## config.mk

```make
export PLATFORM = sky130hd
export DESIGN_NAME = pc_fetch_ctrl
export DESIGN_NICKNAME = d
export VERILOG_FILES = /design/src/rtl/cpu_types_pkg.sv /design/src/rtl/pc_fetch_ctrl.sv
export SDC_FILE = /design/constraint.sdc
export NUM_CORES = 1
export LEC_CHECK = 0
export ABC_AREA = 1
export BUFFER_PORTS_ARGS = -buffer_cell sky130_fd_sc_hd__buf_4
export CAP_MARGIN = 5
export CORE_ASPECT_RATIO = 0.6
export CORE_UTILIZATION = 55
export CTS_CLUSTER_DIAMETER = 40
export DETAILED_ROUTE_END_ITERATION = 12
export GPL_TIMING_DRIVEN = 0
export PLACE_DENSITY = 0.87
export SLEW_MARGIN = 5
export SYNTH_ARGS = -nofsm -noshare
export SYNTH_HDL_FRONTEND = slang
export SYNTH_SLANG_ARGS = --single-unit
```

## constraint.sdc

```tcl
create_clock -name CLK -period 2.72 [get_ports CLK]
set_input_delay 0.408 -clock CLK [delete_from_list [all_inputs] [get_ports CLK]]
set_output_delay 0.408 -clock CLK [all_outputs]
set_load 0.01 [all_outputs]
```

## src/rtl/cpu_types_pkg.sv

```systemverilog
// Shared CPU types: machine word, fetch-controller state and fetch increment.
package cpu_types_pkg;

    localparam int unsigned WORD_W = 32;
    localparam int unsigned WBYTES = 4;

    typedef logic [WORD_W-1:0] word_t;

    typedef enum logic [1:0] {
        FETCH  = 2'd0,
        HOLD   = 2'd1,
        HALTED = 2'd2
    } fetch_state_t;

endpackage

```

## src/rtl/pc_fetch_ctrl.sv

```systemverilog
// Instruction-fetch controller: sequences imem reads, buffers a word across
// decode stalls, and defers redirects that arrive while a read is in flight.
module pc_fetch_ctrl
    import cpu_types_pkg::*;
#(
    parameter int unsigned PC_INC      = WBYTES,
    parameter bit          STICKY_HALT = 1'b1
) (
    input  logic  CLK,
    input  logic  nRST,
    input  word_t pco,
    output logic  WEN,
    output word_t pci,
    output logic  iREN,
    output word_t iaddr,
    input  logic  ihit,
    input  word_t iload,
    input  logic  stall,
    input  logic  redirect,
    input  word_t redirect_addr,
    input  logic  halt,
    output word_t instr,
    output logic  instr_valid,
    output logic  halted
);

    fetch_state_t state, next_state;
    logic         pend, pend_nxt;
    word_t        pend_addr, pend_addr_nxt;
    word_t        ibuf, ibuf_nxt;
    word_t        seq_pc;

    assign seq_pc = pco + WORD_W'(PC_INC);
    assign iaddr  = pco;

    always_ff @(posedge CLK or negedge nRST) begin
        if (!nRST) begin
            state     <= FETCH;
            pend      <= 1'b0;
            pend_addr <= '0;
            ibuf      <= '0;
        end else begin
            state     <= next_state;
            pend      <= pend_nxt;
            pend_addr <= pend_addr_nxt;
            ibuf      <= ibuf_nxt;
        end
    end

    always_comb begin
        next_state    = state;
        pend_nxt      = pend;
        pend_addr_nxt = pend_addr;
        ibuf_nxt      = ibuf;
        WEN           = 1'b0;
        pci           = pco;
        iREN          = 1'b0;
        instr         = ibuf;
        instr_valid   = 1'b0;
        halted        = 1'b0;

        case (state)
            FETCH: begin
                iREN  = 1'b1;
                instr = iload;
                if (halt) begin
                    next_state = HALTED;
                    pend_nxt   = 1'b0;
                end else if (!ihit) begin
                    // Request stays outstanding; remember only the newest target.
                    if (redirect) begin
                        pend_nxt      = 1'b1;
                        pend_addr_nxt = redirect_addr;
                    end
                end else if (redirect || pend) begin
                    WEN      = 1'b1;
                    pci      = redirect ? redirect_addr : pend_addr;
                    pend_nxt = 1'b0;
                end else begin
                    instr_valid = 1'b1;
                    if (stall) begin
                        ibuf_nxt   = iload;
                        next_state = HOLD;
                    end else begin
                        WEN = 1'b1;
                        pci = seq_pc;
                    end
                end
            end

            HOLD: begin
                if (halt) begin
                    next_state = HALTED;
                    pend_nxt   = 1'b0;
                end else if (redirect) begin
                    WEN        = 1'b1;
                    pci        = redirect_addr;
                    next_state = FETCH;
                end else begin
                    instr_valid = 1'b1;
                    if (!stall) begin
                        WEN        = 1'b1;
                        pci        = seq_pc;
                        next_state = FETCH;
                    end
                end
            end

            HALTED: begin
                halted   = 1'b1;
                pend_nxt = 1'b0;
                if (!STICKY_HALT && !halt && redirect) begin
                    WEN        = 1'b1;
                    pci        = redirect_addr;
                    next_state = FETCH;
                end
            end

            default: begin
                next_state = FETCH;
                pend_nxt   = 1'b0;
            end
        endcase
    end

endmodule
```

## Yosys cells after proc, flatten, opt, wreduce, memory -nomap -nowiden

Cells that the tools add are included.

- Input port bits: 102
- Bits in registers: 67
- Output and inout port bits: 100
- Word-level logic and storage cells: 62

- Bitwise gates (word level): 4
- Equality and inequality tests: 9
- Reductions and logical operators: 6
- Mux-type cells: 38
- $add $sub $neg: 1

Operators by type and width:

| kind | number |
|---|---|
| two-way mux 32 bit | 8 |
| one-hot mux 32 bit (2 select lines) | 1 |
| adder 32 x 3 -> 32 bit, second input constant | 1 |
| two-way mux 1 bit | 18 |
| two-way mux 2 bit | 7 |
| inequality test 4 bit, second input constant | 3 |
| AND reduction 5 bit | 2 |
| inequality test 3 bit, second input constant | 3 |
| one-hot mux 1 bit (2 select lines) | 3 |
| one-hot mux 2 bit (3 select lines) | 1 |
| AND reduction 3 bit | 2 |
| NOT 1 bit | 4 |
| == test 2 x 1 -> 1 bit, second input constant | 1 |
| == test 2 bit, second input constant | 1 |
| logical NOT 2 bit | 1 |
| inequality test 2 bit, second input constant | 1 |
| logical OR 1 bit | 1 |

## Logic depth before layout (Yosys ltp)

- Depth in word-level cells: 6
- Mapped depth: 13
- Mapped depth without buffers: 13

## Worst setup path before layout

Ideal clock, no wire load.

- Path kind: input-to-output
- Start point: input port redirect
- End point: output port pci[2]
- Stages: 8
- Arrival: 1507 ps
- Required time: 2312 ps
- Path slack: 805 ps
- Buffers on the path: 1
- Cell sequence: buf_6 > nor2_8 > inv_2 > nor2_1 > inv_1 > o22ai_1 > nand3_1 > o2111ai_1

- Cells in the longest elaborated chain, start to end: 5
- Elaborated cells between the ends (all ways): 8
- Classes of those cells: 7 x mux; 1 x reduce/logical

Ends and longest elaborated chain:

| what | RTL line | RTL |
|---|---|---|
| start, declared | pc_fetch_ctrl.sv:19 | `input logic redirect,` |
| two-way mux 32 bit / logical OR 1 bit (equally long branches) | n/a |  |
| two-way mux 32 bit | pc_fetch_ctrl.sv:75 | `end else if (redirect \|\| pend) begin` |
| two-way mux 32 bit | pc_fetch_ctrl.sv:69 | `end else if (!ihit) begin` |
| two-way mux 32 bit | pc_fetch_ctrl.sv:66 | `if (halt) begin` |
| one-hot mux 32 bit (2 select lines) (*) | pc_fetch_ctrl.sv:62 | `case (state)` |
| end, declared | pc_fetch_ctrl.sv:13 | `output word_t pci,` |

Mark *: on every way between the ends. The rest lies on a longest branch, timed or not.

## Worst setup path after layout

- Start point: register state[1]
- End point: output port pci[15]

- Cells in the longest elaborated chain, start to end: 2
- Elaborated cells between the ends (all ways): 3
- Classes of those cells: 1 x eq/ne; 1 x mux; 1 x reduce/logical

Ends and longest elaborated chain:

| what | RTL line | RTL |
|---|---|---|
| start, declared | pc_fetch_ctrl.sv:27 | `fetch_state_t state, next_state;` |
| start signal, assigned | pc_fetch_ctrl.sv:43 | `state <= next_state;` |
| == test 2 x 1 -> 1 bit / logical NOT 2 bit (equally long branches) | pc_fetch_ctrl.sv:62 |  |
| one-hot mux 32 bit (2 select lines) (*) | pc_fetch_ctrl.sv:62 |  |

Marks and branches as above.

==> reports/summary.txt <==
Global-route wire length before repair = 33380 um
Core area = 10050 um^2
CP Max Fanout = 10
Tot Pwr = 5.029 mW
Syn Nets = 1036
Die Span X = 134.6 um
Mapped cell area = 5801 um^2
Rows = 28
Max clock buf depth = 2
Worst rel slew slack = 0.4341
Initial core utilization = 0.5769
Pint = 3.102 mW
Clk slew on worst S/H paths = 0.06 ns
WS Path Type = flip-flop to output port
Final Skew = 0.005373 ns
Leakage = 3.936 nW
Post-Synthesis Cells = 933
Gr usage total = 0.3958
Clock power frac = 0.235
Antenna violations before repair = 0
Full die area = 10980 um^2
Pre-CTS setup slack = 0.2045 ns
Fin. max-slew vios = 0
Hold Path Class = primary input to asynchronous set/reset pin
Boundary pin count = 202
Fmax = 377.5 MHz
CTS H-tree lvls = 3
Nets = 1247
Drt wl/cell = 16.96 um
Congestion Overflow GR = 0
Seq pwr share = 0.312
Register area share after synthesis = 0.2890
MaxCap Viol Count = 0
Router iterations before antenna repair = 7
Cts bufs inserted = 9
Run status = finished clean
Antenna cells = 0
Synth Register Bits = 67
Crit path required time = 2.31 ns
Filler cells = 787
Vias per Instance = 5.809
Critical path arrival = 2.24 ns
Die Ht = 81.55 um
Worst VDD drop = 0.6953 mV
Synth Area per Inst = 6.217 um^2
Setup TNS = 0 ns
Number of global-route vias before repair = 6731
IO buf count = 200
Synth unique cells = 44
Via count = 7459
Net Sw Frac = 0.3832
CTS tree = done
CTS Sinks = 67
Crit path capture type = output port
Largest net degree at the start of global routing = 68
Synth warn = 0
Clock root buffer = clkbuf_16
Antenna Nets Post-Route = 0
Area growth syn-to-layout = 34.51%
DPL Wire Length = 16580 um
Ratio of cells with drive above 1 in the final layout = 0.2811
Final hold slack = 0.1781 ns
Residual DRC = 0
Min Tclk post-route = 2.649 ns
CP Launch Type = flip-flop
Final period util = 0.9738
Post-CTS Setup Inserts = 0
Comb pwr share = 0.453
Total detailed-routing wirelength = 21780 um
Worst slew pin tran = 0.8489 ns
Clk_lat worst skew = 0.33 ns
Sw Pwr = 1.927 mW
Post-route setup slack = 0.07125 ns
GP Congestion = 0.9886
Final Hold Fails = 0
DR iter-0 viols = 940
Pwr Density = 644.5 nW/um^2
Setup-failing EPs final = 0
Flop-to-flop setup slack = 0.83 ns
==> worst max-delay path: stages (launching register included) <==
cell and delay [ns]:
dfrtp_1 0.41, clkbuf_4 0.23, inv_1 0.12, nand2_1 0.11
nor2_2 0.23, nor2_1 0.13, inv_2 0.15, clkbuf_4 0.25
nand2_1 0.07, nand3_1 0.10, buf_4 0.13
==> synth_stat cells, drive strengths merged <==
library cell	n	share of area
nand4	8	0.0086
ha	1	0.0022
xnor2	3	0.0045
o22ai	3	0.0032
a32oi	1	0.0015
o21ai	117	0.10
o221ai	3	0.0045
xor2	12	0.018
nand3	54	0.048
nand3b	1	0.0013
o32ai	1	0.0015
o221a	6	0.012
a211o	2	0.0030
nor2	118	0.090
o21bai	1	0.0013
a21oi	39	0.034
o211ai	12	0.016
a21o	1	0.0013
buf	59	0.069
inv	104	0.068
nand2	280	0.18
clkbuf	17	0.013
or2	8	0.0086
o2111ai	1	0.0015
a22oi	2	0.0026
nor3	6	0.0052
dfrtp	67	0.29
o31ai	1	0.0013
a211oi	5	0.0065
==> placed cells by master, fill, tap and decap left out, types with 2 or more instances in the layout <==
cell type and n:
o221ai_1 3, a22oi_1 2, clkbuf_8 2, nand3_2 2
clkbuf_4 3, nor2_1 101, clkbuf_16 9, nor2_4 7
clkbuf_1 15, o21ai_0 111, a211o_1 2, clkbuf_2 2
buf_2 16, nand4_1 8, inv_2 8, o211ai_1 12
xnor2_1 3, o22ai_1 2, a211oi_1 5, nand2_1 274
clkinvlp_4 4, buf_4 235, inv_1 95, xor2_1 12
o221a_2 6, or2_2 6, dfrtp_1 67, nand3_1 52
or2_1 2, a21oi_1 39, nor3_1 6, o21ai_1 6
nand2_2 5, nor2_2 9, buf_6 3
==> cell type report <==
class | count | area (um^2) | area share
flip-flops and latches | 67 | 1677 | 0.2149
clock buffers | 10 | 239.0 | 0.03063
well taps | 135 | 168.9 | 0.02165
clock inverters | 6 | 65.06 | 0.008339
inverters | 104 | 392.9 | 0.05035
repair buffers | 200 | 1501 | 0.1924
plain buffers | 76 | 483.0 | 0.06190
multi-input cells | 686 | 3276 | 0.4198
==> power groups by stage <==
stage | Combinational [mW] | Clock [mW] | Sequential, mW
detailed placement | 2.20 | 0 | 1.56
floorplan | 1.22 | 0 | 1.53
CTS | 2.23 | 1.17 | 1.56
global placement | 2.15 | 0 | 1.55
finish | 2.28 | 1.18 | 1.57
global route | 2.49 | 1.22 | 1.60
==> final timing paths <==
path,startpoint,end,cells after the start
worst max-delay path,state[1],pci[15],10
worst min-delay path,nRST,pend_addr[20],1
max in group asynchronous,nRST,pend_addr[3],1
worst min register to register,ibuf[2],ibuf[2],2
worst max register to register,state[0],pend_addr[11],7
min in group CLK,iload[23],ibuf[23],3
==> logic make-up (layout without fill, tap and decap cells) <==
logic type | Yosys count | in the layout | synth area share
AND/OR/NAND/NOR | 475 | 475 | 0.3466
XOR/XNOR | 15 | 15 | 0.02265
flip-flops | 67 | 67 | 0.2890
buffers and inverters | 180 | 396 | 0.1495
AO/OA/AOI/OAI | 195 | 195 | 0.1900
adder cells (fa/ha/maj) | 1 | 1 | 0.002157
==> layer usage <==
layer | track usage | wire length [um] | part of all wire | vias to the layer above
met1 | 0.5693 | 9158 | 0.42 | 3381
met5 | 0 | 0 | 0 | -
met2 | 0.5943 | 9199 | 0.42 | 607
met3 | 0.09383 | 2901 | 0.13 | 74
li1 | - | - | - | 3397
met4 | 0.1079 | 518 | 0.024 | 0
==> registers in the layout, indices dropped and copies added (netlist names) <==
register / flops
pend: 1
state: 2
pend_addr: 32
ibuf: 32
==> through the flow <==
step | utilization | instances | cell area [um^2]
after floorplan | - | 933 | 5801
after global placement | 0.7430 | 1268 | 7471
after detailed placement | 0.7430 | 1268 | 7471
after CTS | 0.7733 | 1284 | 7775
after global routing | 0.7760 | 1284 | 7802
final | 0.7760 | 1284 | 7802
==> timing repair <==
| item | 4_1_cts | 5_1_grt |
|---|---|---|
| setup endpoints to repair | 0 | 15 |
| hold buffers | 0 | 0 |
| gates resized for setup | 0 | 10 |
No activity file was read; power rests on OpenSTA's default activity.
